--- src/rtl/msk_pkg.sv ---
// msk_pkg: shared helpers for the masked datapath.
// Holds share-encoding index maps, FSM state codes and a constant clog2.
package msk_pkg;

    localparam logic [1:0] ST_IDLE = 2'd0;
    localparam logic [1:0] ST_BUSY = 2'd1;
    localparam logic [1:0] ST_DONE = 2'd2;

    // shbit: bit b of share i sits at b*d+i (shares interleaved per bit)
    function automatic int shbit_idx(input int b, input int i, input int d);
        return b * d + i;
    endfunction

    // shblk: share i occupies one contiguous block of n bits
    function automatic int shblk_idx(input int b, input int i, input int n);
        return i * n + b;
    endfunction

    function automatic int clog2(input int v);
        int r;
        r = 0;
        while ((1 << r) < v) r++;
        return r;
    endfunction

endpackage

--- src/rtl/lin_map.sv ---
// lin_map: 8-bit GF(2) basis change applied at either end of the masked datapath.
// MATRIX_SEL=1 is the input mapping, MATRIX_SEL=0 its inverse (output mapping).
module lin_map #(
    parameter int MATRIX_SEL = 0
) (
    input  logic [7:0] x,
    output logic [7:0] y
);

    // input map multiplies by 1+t+t^3 in GF(2)[t]/(t^8); the output map by its inverse 1+t+t^2+t^4+t^7
    assign y = (MATRIX_SEL != 0) ? x ^ (x << 1) ^ (x << 3)
                                 : x ^ (x << 1) ^ (x << 2) ^ (x << 4) ^ (x << 7);

endmodule

--- src/rtl/msk_lin_map_group.sv ---
// msk_lin_map_group: maps BPC bytes of every share combinationally.
// Share i occupies [i*8*BPC +: 8*BPC]; shares never mix, so each byte is mapped on its own.
module msk_lin_map_group #(
    parameter int d = 2,
    parameter int BPC = 4,
    parameter int matrix_sel = 0
) (
    input  logic [d*8*BPC-1:0] grp_in,
    output logic [d*8*BPC-1:0] grp_out
);

    for (genvar j = 0; j < d * BPC; j++) begin : g_byte
        lin_map #(.MATRIX_SEL(matrix_sel)) u_map (
            .x(grp_in[8*j +: 8]),
            .y(grp_out[8*j +: 8])
        );
    end

endmodule

--- src/rtl/shbit2shblk.sv ---
// shbit2shblk: re-orders a bit-interleaved shared vector into per-share blocks.
module shbit2shblk
    import msk_pkg::*;
#(
    parameter int d = 2,
    parameter int count = 16
) (
    input  logic [8*count*d-1:0] shbit,
    output logic [8*count*d-1:0] shblk
);

    for (genvar b = 0; b < 8 * count; b++) begin : g_b
        for (genvar i = 0; i < d; i++) begin : g_i
            assign shblk[shblk_idx(b, i, 8 * count)] = shbit[shbit_idx(b, i, d)];
        end
    end

endmodule

--- src/rtl/shblk2shbit.sv ---
// shblk2shbit: re-orders per-share blocks back into the bit-interleaved encoding.
module shblk2shbit
    import msk_pkg::*;
#(
    parameter int d = 2,
    parameter int count = 16
) (
    input  logic [8*count*d-1:0] shblk,
    output logic [8*count*d-1:0] shbit
);

    for (genvar b = 0; b < 8 * count; b++) begin : g_b
        for (genvar i = 0; i < d; i++) begin : g_i
            assign shbit[shbit_idx(b, i, d)] = shblk[shblk_idx(b, i, 8 * count)];
        end
    end

endmodule

--- src/rtl/msk_lin_map_serial.sv ---
// msk_lin_map_serial: byte-serial masked linear map, BPC bytes of every share per cycle.
// Whole states in and out over valid/ready; input and output never overlap so shares of two states never share the buffer.
module msk_lin_map_serial
    import msk_pkg::*;
#(
    parameter int d = 2,
    parameter int count = 16,
    parameter int matrix_sel = 0,
    parameter int BPC = 4
) (
    input  logic                 clk,
    input  logic                 rst,
    input  logic                 in_valid,
    output logic                 in_ready,
    input  logic [8*count*d-1:0] sh_state_in,
    output logic                 out_valid,
    input  logic                 out_ready,
    output logic [8*count*d-1:0] sh_state_out
);

    localparam int N = 8 * count;
    localparam int G = 8 * BPC;
    localparam int NG = count / BPC;
    localparam int CW = (clog2(NG) < 1) ? 1 : clog2(NG);
    localparam logic [CW-1:0] LAST = CW'(NG - 1);

    logic [1:0] state;
    logic [CW-1:0] cnt;
    logic [d*N-1:0] sh_buf;
    logic [d*N-1:0] blk_in;
    logic [d*G-1:0] grp_in;
    logic [d*G-1:0] grp_out;

    shbit2shblk #(.d(d), .count(count)) u_in (
        .shbit(sh_state_in),
        .shblk(blk_in)
    );

    shblk2shbit #(.d(d), .count(count)) u_out (
        .shblk(sh_buf),
        .shbit(sh_state_out)
    );

    msk_lin_map_group #(.d(d), .BPC(BPC), .matrix_sel(matrix_sel)) u_grp (
        .grp_in(grp_in),
        .grp_out(grp_out)
    );

    for (genvar i = 0; i < d; i++) begin : g_sel
        assign grp_in[i*G +: G] = sh_buf[i*N + int'(cnt)*G +: G];
    end

    assign in_ready = (state == ST_IDLE) && !rst;
    assign out_valid = state == ST_DONE;

    always_ff @(posedge clk) begin
        if (rst) begin
            state <= ST_IDLE;
            cnt <= '0;
            sh_buf <= '0;
        end else begin
            case (state)
                ST_IDLE: begin
                    if (in_valid && in_ready) begin
                        sh_buf <= blk_in;
                        cnt <= '0;
                        state <= ST_BUSY;
                    end
                end
                ST_BUSY: begin
                    for (int i = 0; i < d; i++) sh_buf[i*N + int'(cnt)*G +: G] <= grp_out[i*G +: G];
                    cnt <= (cnt == LAST) ? '0 : cnt + 1'b1;
                    if (cnt == LAST) state <= ST_DONE;
                end
                ST_DONE: begin
                    if (out_ready) state <= ST_IDLE;
                end
                default: state <= ST_IDLE;
            endcase
        end
    end

endmodule

--- config.mk ---
export PLATFORM = sky130hd
export DESIGN_NAME = msk_lin_map_serial
export DESIGN_NICKNAME = d
export VERILOG_FILES = /design/src/rtl/msk_pkg.sv /design/src/rtl/lin_map.sv /design/src/rtl/msk_lin_map_group.sv /design/src/rtl/shbit2shblk.sv /design/src/rtl/shblk2shbit.sv /design/src/rtl/msk_lin_map_serial.sv
export SDC_FILE = /design/constraint.sdc
export NUM_CORES = 1
export LEC_CHECK = 0
export CAP_MARGIN = 15
export CORE_AREA = 2 2 201 203
export DETAILED_ROUTE_END_ITERATION = 12
export DIE_AREA = 0 0 203 205
export PLACE_DENSITY = 0.77
export SLEW_MARGIN = 0
export SYNTH_ARGS = -nofsm -noshare
export SYNTH_HDL_FRONTEND = slang
export SYNTH_SLANG_ARGS = --single-unit
--- constraint.sdc ---
create_clock -name clk -period 10.1 [get_ports clk]
set_clock_uncertainty 0.05 [all_clocks]
set_input_delay 2.02 -clock clk [delete_from_list [all_inputs] [get_ports clk]]
set_output_delay 2.02 -clock clk [all_outputs]
set_load 0.005 [all_outputs]
==> results of run 1 <==
[logic make-up (layout without fill, tap and decap cells)]
family                     count (synthesis)  in the layout  share of synthesized area (%)
adders and majority gates                  7              7                         0.5693
other                                      0              5                              0
muxes                                     67             67                          9.946
and+or+nand+nor                          447            447                          12.45
AOI/OAI and AO/OA                        558            558                          27.78
xor gates and xnor gates                 106            106                          10.03
buffers and inverters                    178            607                          5.392
DFF                                      260            260                          33.83
[path summary, 6_finish.rpt]
path,end,slack (ns),depth (start not counted)
worst max-delay path,in_ready,4.94,3
worst min-delay path,sh_buf[81],0.43,2
worst max register to register,sh_buf[103],5.78,6
worst min register to register,sh_buf[81],0.43,2
[sequential cells by signal (all words and copies together), names as in the netlist]
name and flops:
state 2, sh_buf 256, cnt 2
[per-layer routing]
| metal | global-route usage, % | vias to the layer above | wire length [um] | part of all wire, % |
|---|---|---|---|---|
| li1 | - | 7093 | - | - |
| met1 | 43.31 | 8114 | 28570 | 38 |
| met4 | 15.98 | 6 | 3635 | 4.9 |
| met2 | 55.47 | 1263 | 34240 | 46 |
| met3 | 8.177 | 222 | 8121 | 11 |
| met5 | 0 | - | 41 | 0.055 |
[cells in the mapped netlist (all sizes together) (5+ instances only)]
master     n  area [sq um]
o31ai     19         142.6
o22ai     15         93.84
ha         7         87.58
inv        7         26.28
a221o     13         130.1
xnor3     15         339.1
buf       43         322.8
nor2     236         888.4
a22o      10         87.58
a22oi    111         848.3
nand2    115         434.2
dfxtp    260          5205
o221ai    22         192.7
mux4      64          1498
xor2      26         257.7
nor3      36         185.2
o2bb2ai   20         175.2
a211oi   123         943.4
a2bb2oi    5         43.79
a21oi     36         180.2
a221oi    82         749.5
o211ai    43         322.8
nor4      27         196.4
clkbuf   128         480.5
xnor2     62         873.3
o21ai     47         235.2
[layout make-up]
type | instances | share of cell area [%]
Inverter | 7 | 0.1199
Timing Repair Buffer | 544 | 24.59
Tap cell | 525 | 2.998
Clock buffer | 44 | 4.271
Sequential cell | 260 | 23.79
Antenna cell | 5 | 0.05710
Multi-Input combinational cell | 1185 | 43.15
Clock inverter | 12 | 1.016
[critical path, stage by stage]
cell and delay (ns):
sky130_fd_sc_hd__clkbuf_8 0.29, sky130_fd_sc_hd__nor3_1 0.23, sky130_fd_sc_hd__clkdlybuf4s50_1 0.53
[stage by stage]
| stage | setup WS, ns | hold WS, ns | std cells | instance area, sq um | utilization [%] |
|---|---|---|---|---|---|
| after floorplan | 5.022 | 0.4094 | 1623 | 15380 | - |
| after global placement | 4.867 | 0.4104 | 2519 | 20720 | 52.63 |
| after detailed placement | 4.904 | 0.4235 | 2519 | 20720 | 52.63 |
| after CTS | 4.904 | 0.4326 | 2575 | 21880 | 55.57 |
| after global routing | 4.831 | 0.4463 | 2581 | 21910 | 55.65 |
| final | 4.935 | 0.4300 | 2582 | 21910 | 55.66 |
[power breakdown]
| group | internal (W) | switching, W |
|---|---|---|
| sequential | 0.00112 | 0.000110 |
| combinational | 0.000609 | 0.000840 |
| clock | 0.000794 | 0.000484 |
| total | 0.00252 | 0.00143 |
==> load_flow_metrics.sql, run 1 <==
INSERT INTO impl_metrics (metric_group, metric, value, unit) VALUES
('global_routing', 'first_pass_grt_wire_length', '106800', 'um'),
('worst_setup_path', 'r2r-start', 'cnt[0]', ''),
('sta', 'rsz_0062_raised_after_global_routing', 'false', ''),
('cts', 'clock_latency', '0.58', 'ns'),
('worst_setup_path', 'timing.setup.critical_path_class', 'primary input to output pin', ''),
('cts', 'cts_max_level', '1', ''),
('yosys', 'synth.avg_cell_area', '9.479', 'sq um'),
('global_routing', 'pin_count_of_the_biggest_net_entering_global_routing', '117', ''),
('power', 'ir_worst_vdd', '0.1172', 'mV'),
('finish', 'area.sequential', '5213', 'sq um'),
('sta', 'slew_headroom', '17.15', '%'),
('drt', 'drt-total-wl', '74610', 'um'),
('finish', 'synthToLayoutAreaGrowth', '42.42', '%'),
('yosys', 'total_number_of_yosys_warnings', '0', ''),
('sta', 'hold_viol_final', '0', ''),
('power', 'total_power', '0.003955', 'W'),
('worst_setup_path', 'startpoint_type', 'primary input', ''),
('worst_setup_path', 'startpoint', 'rst', ''),
('place', 'place_hpwl', '54260', 'um'),
('yosys', 'ys_ff_latch', '260', ''),
('yosys', 'post_synth_inst_count', '1623', ''),
('yosys', 'async_s_r_ff_share_synth', '0', '%'),
('floorplanning', 'die_area', '41620', 'sq um'),
('power', 'p_leak', '7.533', 'nW'),
('worst_setup_path', 'worst-endpoint-arrival', '3.09', 'ns'),
('hold_path', 'hp-start', 'sh_buf[81]', ''),
('yosys', 'sequential_element_share_of_the_synthesized_area', '33.83', '%'),
('sta', 'timing.final.crit_period', '5.165', 'ns'),
('cts', 'post_cts_resized', '0', ''),
('worst_setup_path', 'end_kind', 'output pin', ''),
('yosys', 'syn-cell-area', '15380', 'sq um'),
('power', 'power-per-cell-area', '180.5', 'nW/um^2'),
('global_routing', 'global_route.usage.total', '34.30', '%'),
('place', 'gp_congestion', '0.9431', ''),
('cts', 'ctsLongestPathBuffers', '3', ''),
('yosys', 'postSynth.topFlopCell', 'sky130_fd_sc_hd__dfxtp_1', ''),
('sta', 'finalSetupViolations', '0', ''),
('drt', 'detail-route-antenna-nets', '0', ''),
('finish', 'fraction_of_layout_cells_with_a_size_suffix_above_1', '10.33', '%'),
('floorplanning', 'die_w', '203', 'um'),
('worst_setup_path', 'worst-endpoint-required', '8.03', 'ns'),
('drt', 'vias_per_cell', '6.467', ''),
('sta', 'worst_pin_slew', '1.243', 'ns'),
('cts', 'post-cts-setup-buffer-count', '0', ''),
('floorplanning', 'row_count', '73', ''),
('cts', 'clk_root_buffer_cell', 'sky130_fd_sc_hd__clkbuf_16', ''),
('cts', 'cts.reportedPaths.clkPinSlew', '0.06', 'ns'),
('finish', 'top_library_cells_by_usage_in_the_layout_fill_and_taps_aside', 'sky130_fd_sc_hd__clkdlybuf4s50_1, sky130_fd_sc_hd__dfxtp_1, sky130_fd_sc_hd__nor2_1', ''),
('yosys', 'number_of_enable_type_register_cells_in_the_synthesized_netlist', '0', ''),
('hold_path', 'min-delay-path-class', 'flip-flop to flip-flop', ''),
('run_status', 'outcome', 'complete, no violations', ''),
('sta', 'slew_viol_final', '0', ''),
('cts', 'clkSinkCount', '260', ''),
('global_routing', 'antenna_found_initial', '8', ''),
('worst_setup_path', 'critPathMaxFanout', '74', ''),
('sta', 'finalSetupTns', '0', 'ns'),
('place', 'numPortBuffers', '517', ''),
('finish', 'num-fill-cells', '3362', ''),
('yosys', 'number_of_different_library_cells_in_the_post_synthesis_netlist', '65', ''),
('yosys', 'syn_nets', '1890', ''),
('floorplanning', 'start_util', '39.08', '%'),
('sta', 'clock.fmax', '0.1936', 'GHz'),
('finish', 'finish.net_count', '2295', ''),
('cts', 'cts-buffers-inserted', '30', ''),
('drt', 'drc_errors', '0', ''),
('cts', 'holdBufCountCts', '0', ''),
('finish', 'mostFrequentLayoutCell', 'sky130_fd_sc_hd__clkdlybuf4s50_1', ''),
('sta', 'final.period_utilization', '51.14', '%'),
('floorplanning', 'dieHeight', '205', 'um'),
('run', 'drv.max_cap_violation_count', '0', ''),
('drt', 'drt_iter0_drc', '1784', ''),
('drt', 'detailroute.via_count', '16700', ''),
('floorplanning', 'floorplan.core_area', '39370', 'sq um'),
('drt', 'drt-pass1-iter-count', '9', ''),
('global_routing', 'number_of_global_route_vias_before_repair', '16250', ''),
('global_routing', 'global_route.overflow_total', '0', ''),
('drt', 'route.detailed.wl_per_inst', '28.90', 'um'),
('finish', 'multi_input_logic_area', '9455', 'sq um'),
('cts', 'cts_tree', 'yes', ''),
('floorplanning', 'io_pins', '518', '');
No activity file was read; power rests on OpenSTA's default activity.
==> run 2, diff against run 1 <==
clock period = 5.2 ns   (was 10.1 ns; I/O delays follow)
==> run 2 against run 1 <==
Clock power grew 73%. Highest routed layer unchanged. Critical path depth increased by 3. Final area is 0.27% lower. Combinational power rose by 92%. Cell count rose by 0.19%. Largest cell class unchanged. Via count increased by 0.28%. First-iteration DRC count up 6.4%. Sequential power is 94% higher. Routed wire length increased by 1.5%. Worst hold slack got worse by 0.0049 ns. Global-route usage grew 0.72 points. Largest power group unchanged. Critical endpoint is now sh_buf[87]. Flip-flop and latch count unchanged.
==> load_flow_metrics.sql, run 2 (synthesis gave the netlist of run 1 again) <==
INSERT INTO impl_metrics (metric_group, metric, value, unit) VALUES
('finish', 'max_flop_register', 'sh_buf', ''),
('global_routing', 'first_pass_grt_wire_length', '108900', 'um'),
('global_routing', 'number_of_global_route_vias_before_repair', '16390', ''),
('cts', 'cts_tree', 'yes', ''),
('sta', 'final.period_utilization', '77.79', '%'),
('drt', 'detailroute.via_count', '16750', ''),
('cts', 'clock_latency', '0.58', 'ns'),
('drt', 'route.detailed.wl_per_inst', '29.26', 'um'),
('finish', 'top_library_cells_by_usage_in_the_layout_fill_and_taps_aside', 'sky130_fd_sc_hd__clkdlybuf4s50_1, sky130_fd_sc_hd__dfxtp_1, sky130_fd_sc_hd__nor2_1', ''),
('finish', 'largestRegisters', 'sh_buf: 256 flops, cnt: 2 flops, state: 2 flops', ''),
('hold_path', 'timing.hold.worst_path_depth', '2', ''),
('sta', 'timing.final.crit_period', '4.045', 'ns'),
('worst_setup_path', 'cpMostUsedCell', 'sky130_fd_sc_hd__a221oi_1', ''),
('worst_setup_path', 'critical_path_stages', '6', ''),
('worst_setup_path', 'cell_class_contributing_the_biggest_share_of_worst_path_delay', 'XOR/XNOR gates', ''),
('worst_setup_path', 'worst-endpoint-arrival', '4.40', 'ns'),
('drt', 'detail-route-antenna-nets', '0', ''),
('hold_path', 'min-delay-path-class', 'flip-flop to flip-flop', ''),
('drt', 'drt_iter0_drc', '1898', ''),
('sta', 'final.setup.worst_slack', '1.155', 'ns'),
('sta', 'finalSetupTns', '0', 'ns'),
('drt', 'vias_per_cell', '6.473', ''),
('floorplanning', 'row_count', '73', ''),
('worst_setup_path', 'rrSetupSlack', '1.16', 'ns'),
('finish', 'fin_util', '55.51', '%'),
('global_routing', 'pin_count_of_the_biggest_net_entering_global_routing', '88', ''),
('cts', 'cts-buffers-inserted', '31', ''),
('finish', 'largest_reg_flops', '256', ''),
('cts', 'cts.reportedPaths.clkPinSlew', '0.07', 'ns'),
('place', 'gp_congestion', '0.9850', ''),
('hold_path', 'hp-start', 'sh_buf[57]', ''),
('worst_setup_path', 'end_kind', 'flip-flop', ''),
('drt', 'drt-pass1-iter-count', '6', ''),
('cts', 'holdBufCountCts', '0', ''),
('worst_setup_path', 'timing.setup.critical_path_class', 'flip-flop to flip-flop', ''),
('floorplanning', 'die_w', '203', 'um'),
('floorplanning', 'die_area', '41620', 'sq um'),
('worst_setup_path', 'startpoint_type', 'flip-flop', ''),
('sta', 'rsz_0062_raised_after_global_routing', 'false', ''),
('finish', 'synthToLayoutAreaGrowth', '42.03', '%'),
('place', 'place_hpwl', '55970', 'um'),
('worst_setup_path', 'startpoint', 'cnt[0]', ''),
('floorplanning', 'start_util', '39.08', '%'),
('worst_setup_path', 'slowest_stage', 'sky130_fd_sc_hd__dfxtp_4', ''),
('sta', 'clock.fmax', '0.2472', 'GHz'),
('finish', 'fraction_of_layout_cells_with_a_size_suffix_above_1', '10.40', '%'),
('finish', 'mostFrequentLayoutCell', 'sky130_fd_sc_hd__clkdlybuf4s50_1', ''),
('sta', 'hold_viol_final', '0', ''),
('sta', 'slew_viol_final', '0', ''),
('drt', 'drt-total-wl', '75700', 'um'),
('cts', 'post_cts_resized', '0', ''),
('global_routing', 'global_route.overflow_total', '0', ''),
('worst_setup_path', 'worst-endpoint-required', '5.55', 'ns'),
('run_status', 'outcome', 'complete, no violations', ''),
('worst_setup_path', 'path_cells', 'buf_12 > mux4_2 > xor2_1 > xor3_1 > a221oi_1 > a221oi_1', ''),
('finish', 'finish.net_count', '2306', ''),
('worst_setup_path', 'reg2regPathDepth', '6', ''),
('global_routing', 'antenna_found_initial', '8', ''),
('place', 'numPortBuffers', '517', ''),
('power', 'ir_worst_vdd', '0.2021', 'mV'),
('floorplanning', 'io_pins', '518', ''),
('cts', 'cts_max_level', '1', ''),
('global_routing', 'global_route.usage.total', '35.02', '%'),
('finish', 'stdcell_count', '2587', ''),
('sta', 'worst_pin_slew', '1.052', 'ns'),
('drt', 'drc_errors', '0', ''),
('cts', 'clkSinkCount', '260', ''),
('finish', 'num-fill-cells', '3377', ''),
('sta', 'finalSetupViolations', '0', ''),
('power', 'p_leak', '7.523', 'nW'),
('cts', 'ctsLongestPathBuffers', '3', ''),
('worst_setup_path', 'critPathBufInv', '1', ''),
('floorplanning', 'dieHeight', '205', 'um'),
('place', 'pre_cts_slack', '1.258', 'ns'),
('power', 'power-per-cell-area', '338.8', 'nW/um^2'),
('worst_setup_path', 'r2r-start', 'cnt[0]', ''),
('cts', 'clk_root_buffer_cell', 'sky130_fd_sc_hd__clkbuf_16', ''),
('place', 'dpl.cell_count', '2530', ''),
('worst_setup_path', 'critical-path-max-stage-delay', '0.78', 'ns'),
('worst_setup_path', 'critPathMaxFanout', '44', ''),
('cts', 'post-cts-setup-buffer-count', '0', ''),
('run', 'drv.max_cap_violation_count', '0', ''),
('place', 'placed_area', '20830', 'sq um'),
('finish', 'design_area', '21850', 'sq um'),
('sta', 'slew_headroom', '29.87', '%'),
('floorplanning', 'floorplan.core_area', '39370', 'sq um');
## run 2: cell count changes in the layout (fill, tap and decap cells not counted), sizes merged
| cell | change |
|---|---|
| diode | -1 |
| buf | +10 |
| bufinv | -3 |
| clkinv | +1 |
| clkinvlp | -2 |
## run 2: layout make-up
type / instances / area (sq um) / area share (%)
Clock buffer: 44 / 884.6 / 4.048
Inverter: 7 / 26.28 / 0.1202
Clock inverter: 8 / 116.4 / 0.5325
Tap cell: 525 / 656.9 / 3.006
Sequential cell: 260 / 5213 / 23.85
Timing Repair Buffer: 554 / 5489 / 25.12
Multi-Input combinational cell: 1185 / 9455 / 43.27
Antenna cell: 4 / 10.01 / 0.04581
## run 2: worst paths after layout
check                to
max          sh_buf[87]
min          sh_buf[57]
max reg2reg  sh_buf[87]
min reg2reg  sh_buf[57]
## run 2: report_power, final
part / total, W / switching [W] / internal, W
Combinational: 0.00279 / 0.00160 / 0.00119
Sequential: 0.00239 / 0.000222 / 0.00217
Clock: 0.00222 / 0.000902 / 0.00131
## run 2: metrics by stage
stage	hold WS, ns	total power (W)
4_1_cts	0.4269	0.007351
3_3_place_gp	0.4099	0.005121
2_1_floorplan	0.4094	0.003849
6_report	0.4251	0.007403
5_1_grt	0.4557	0.007634
3_5_place_dp	0.4194	0.005158
## run 2: metal layers
metal,GRT usage [%],wire [um],vias to the layer above
met5,0,63,-
li1,-,-,7123
met4,14.89,3430,8
met1,45.39,28600,8106
met3,7.206,8421,215
met2,56.76,35180,1293
## run 2: worst register-to-register path: stages (launching register included)
cell and delay (ns):
sky130_fd_sc_hd__dfxtp_4 0.78, sky130_fd_sc_hd__buf_12 0.43, sky130_fd_sc_hd__mux4_2 0.79, sky130_fd_sc_hd__xor2_1 0.57, sky130_fd_sc_hd__xor3_1 0.73, sky130_fd_sc_hd__a221oi_1 0.40
sky130_fd_sc_hd__a221oi_1 0.13
==> run 3, diff against run 2 <==
clock period = 3.8 ns   (was 5.2 ns; I/O delays follow)
==> run 3 against run 2 <==
Combinational power increased by 39%. Routed wire length increased by 0.87%. Clock-buffer cell count decreased by 3. Total power increased by 40%. Critical path type unchanged. Setup slack got worse by 0.63 ns. Non-clock buffer count increased by 23. First-iteration DRC count increased by 2.8%. Register-to-register slack got worse by 0.63 ns. Maximum frequency increased by 23%.
==> load_flow_metrics.sql, run 3 (synthesis gave the netlist of run 1 again) <==
INSERT INTO impl_metrics (metric_group, metric, value, unit) VALUES
('worst_setup_path', 'path_cells', 'buf_4 > ha_1 > nor2b_1 > and3_1 > buf_4 > a221oi_1 > o2bb2ai_1', ''),
('worst_setup_path', 'end_kind', 'flip-flop', ''),
('sta', 'rsz_0062_raised_after_global_routing', 'false', ''),
('finish', 'top_library_cells_by_usage_in_the_layout_fill_and_taps_aside', 'sky130_fd_sc_hd__clkdlybuf4s50_1, sky130_fd_sc_hd__dfxtp_1, sky130_fd_sc_hd__nor2_1', ''),
('floorplanning', 'die_w', '203', 'um'),
('drt', 'detail-route-antenna-nets', '0', ''),
('finish', 'num-fill-cells', '3424', ''),
('cts', 'ctsLongestPathBuffers', '3', ''),
('sta', 'slew_headroom', '27.78', '%'),
('run_status', 'outcome', 'complete, no violations', ''),
('hold_path', 'min-delay-path-class', 'flip-flop to flip-flop', ''),
('worst_setup_path', 'rrSetupSlack', '0.52', 'ns'),
('finish', 'mostFrequentLayoutCell', 'sky130_fd_sc_hd__clkdlybuf4s50_1', ''),
('global_routing', 'antenna_found_initial', '10', ''),
('worst_setup_path', 'cpMostUsedCell', 'sky130_fd_sc_hd__buf_4', ''),
('finish', 'area.sequential', '5213', 'sq um'),
('sta', 'finalSetupViolations', '0', ''),
('finish', 'synthToLayoutAreaGrowth', '43.88', '%'),
('sta', 'clock.fmax', '0.3050', 'GHz'),
('floorplanning', 'die_area', '41620', 'sq um'),
('finish', 'largestRegisters', 'sh_buf: 256 flops, cnt: 2 flops, state: 2 flops', ''),
('floorplanning', 'io_pins', '518', ''),
('cts', 'cts.reportedPaths.clkPinSlew', '0.06', 'ns'),
('power', 'power_frac_comb', '37.4', '%'),
('global_routing', 'number_of_global_route_vias_before_repair', '16370', ''),
('sta', 'final.period_utilization', '86.30', '%'),
('place', 'gp_congestion', '0.9770', ''),
('power', 'power_report.internal_total', '0.006603', 'W'),
('power', 'ir_worst_vdd', '0.3608', 'mV'),
('drt', 'drt_iter0_drc', '1951', ''),
('cts', 'clkSinkCount', '260', ''),
('floorplanning', 'row_count', '73', ''),
('cts', 'holdBufCountCts', '0', ''),
('power', 'total_switching_power', '0.003750', 'W'),
('cts', 'post-cts-setup-buffer-count', '0', ''),
('worst_setup_path', 'worst-endpoint-required', '4.26', 'ns'),
('cts', 'cts-buffers-inserted', '30', ''),
('finish', 'multi_input_logic_area', '9455', 'sq um'),
('place', 'placed_area', '21030', 'sq um'),
('drt', 'vias_per_cell', '6.436', ''),
('cts', 'post_cts_resized', '0', ''),
('power', 'p_leak', '7.685', 'nW'),
('cts', 'clock_latency', '0.59', 'ns'),
('place', 'numPortBuffers', '517', ''),
('global_routing', 'pin_count_of_the_biggest_net_entering_global_routing', '88', ''),
('floorplanning', 'dieHeight', '205', 'um'),
('cts', 'cts_max_level', '1', ''),
('sta', 'hold_viol_final', '0', ''),
('drt', 'drt-pass1-iter-count', '6', ''),
('drt', 'drt-total-wl', '76360', 'um'),
('drt', 'detailroute.via_count', '16830', ''),
('sta', 'slew_viol_final', '0', ''),
('finish', 'max_flop_register', 'sh_buf', ''),
('worst_setup_path', 'startpoint_type', 'flip-flop', ''),
('power', 'power-per-cell-area', '467.7', 'nW/um^2'),
('power', 'seq_power_share', '31.5', '%'),
('floorplanning', 'floorplan.core_area', '39370', 'sq um'),
('finish', 'finish.net_count', '2328', ''),
('cts', 'cts_tree', 'yes', ''),
('worst_setup_path', 'slowest_stage', 'sky130_fd_sc_hd__and3_1', ''),
('sta', 'timing.final.crit_period', '3.279', 'ns'),
('floorplanning', 'start_util', '39.08', '%'),
('sta', 'finalSetupTns', '0', 'ns'),
('cts', 'clk_root_buffer_cell', 'sky130_fd_sc_hd__clkbuf_16', ''),
('worst_setup_path', 'worst-endpoint-arrival', '3.74', 'ns'),
('worst_setup_path', 'critical-path-max-stage-delay', '0.78', 'ns'),
('finish', 'largest_reg_flops', '256', ''),
('finish', 'fraction_of_layout_cells_with_a_size_suffix_above_1', '11.67', '%'),
('worst_setup_path', 'timing.setup.critical_path_class', 'flip-flop to flip-flop', ''),
('global_routing', 'global_route.overflow_total', '0', ''),
('place', 'place_hpwl', '56830', 'um'),
('power', 'clock_power_share', '31.1', '%'),
('worst_setup_path', 'critPathMaxFanout', '34', ''),
('drt', 'route.detailed.wl_per_inst', '29.20', 'um'),
('finish', 'design_area', '22140', 'sq um'),
('global_routing', 'first_pass_grt_wire_length', '110100', 'um'),
('global_routing', 'global_route.usage.total', '35.39', '%'),
('sta', 'worst_pin_slew', '1.083', 'ns'),
('drt', 'drc_errors', '0', ''),
('run', 'drv.max_cap_violation_count', '0', ''),
('power', 'switching_share', '36.22', '%');
==> run 3: cell count changes in the layout (fill, tap and decap cells not counted) <==
cell	previous run	this run
sky130_fd_sc_hd__buf_4	33	56
sky130_fd_sc_hd__clkbuf_1	7	3
sky130_fd_sc_hd__diode_2	4	7
sky130_fd_sc_hd__buf_12	2	4
sky130_fd_sc_hd__buf_6	2	0
sky130_fd_sc_hd__bufinv_16	3	5
sky130_fd_sc_hd__clkinv_2	4	6
sky130_fd_sc_hd__clkbuf_8	7	8
sky130_fd_sc_hd__clkinv_8	0	1
sky130_fd_sc_hd__clkinvlp_4	0	1
sky130_fd_sc_hd__inv_4	1	0
==> run 3: worst max-delay path, delay by kind of cell, from the launching register on <==
family	cells	cell delay, ns
and+or+nand+nor	2	1.08
buffers and inverters	2	0.83
DFF	1	0.57
AOI/OAI and AO/OA	2	0.34
adders and majority gates	1	0.31
==> run 3: cell type report <==
cell class	instances	area share (%)
repair buffers	577	25.66
inverters	7	0.1187
diodes	7	0.07914
clock inverters	13	0.9214
well taps	525	2.968
clock buffers	41	3.991
multi-input cells	1185	42.72
flip-flops and latches	260	23.55
==> run 3: power groups by stage <==
stage	Sequential (W)	Combinational, W	Clock [W]
finish	0.00326	0.00387	0.00322
global route	0.00328	0.00403	0.00335
detailed placement	0.00330	0.00377	0
CTS	0.00325	0.00379	0.00323
global placement	0.00330	0.00371	0
floorplan	0.00320	0.00206	0
==> run 3: routing by layer <==
| metal | GRT usage (%) | part of all wire, % | routed length [um] |
|---|---|---|---|
| met1 | 45.67 | 39 | 29470 |
| met2 | 57.31 | 46 | 35460 |
| met3 | 8.050 | 11 | 8287 |
| met4 | 14.42 | 4.1 | 3097 |
| met5 | 0 | 0.050 | 38 |
==> run 3: final timing paths <==
path,to,from,depth (start not counted)
hold reg to reg,sh_buf[41],sh_buf[41],2
hold / removal,sh_buf[41],sh_buf[41],2
setup reg to reg,sh_buf[126],cnt[1],7
setup / recovery,sh_buf[126],cnt[1],7
==> run 3: metrics by stage <==
step / cells / utilization [%] / power (W) / worst slack [ns] / hold slack [ns]
floorplan: 1623 / - / 0.005267 / 0.5056 / 0.4094
global placement: 2554 / 53.42 / 0.007012 / 0.6448 / 0.4074
detailed placement: 2554 / 53.42 / 0.007077 / 0.5788 / 0.4280
CTS: 2608 / 56.18 / 0.01027 / 0.5775 / 0.4360
global route: 2614 / 56.22 / 0.01066 / 0.4001 / 0.4599
finish: 2615 / 56.23 / 0.01035 / 0.5208 / 0.4377
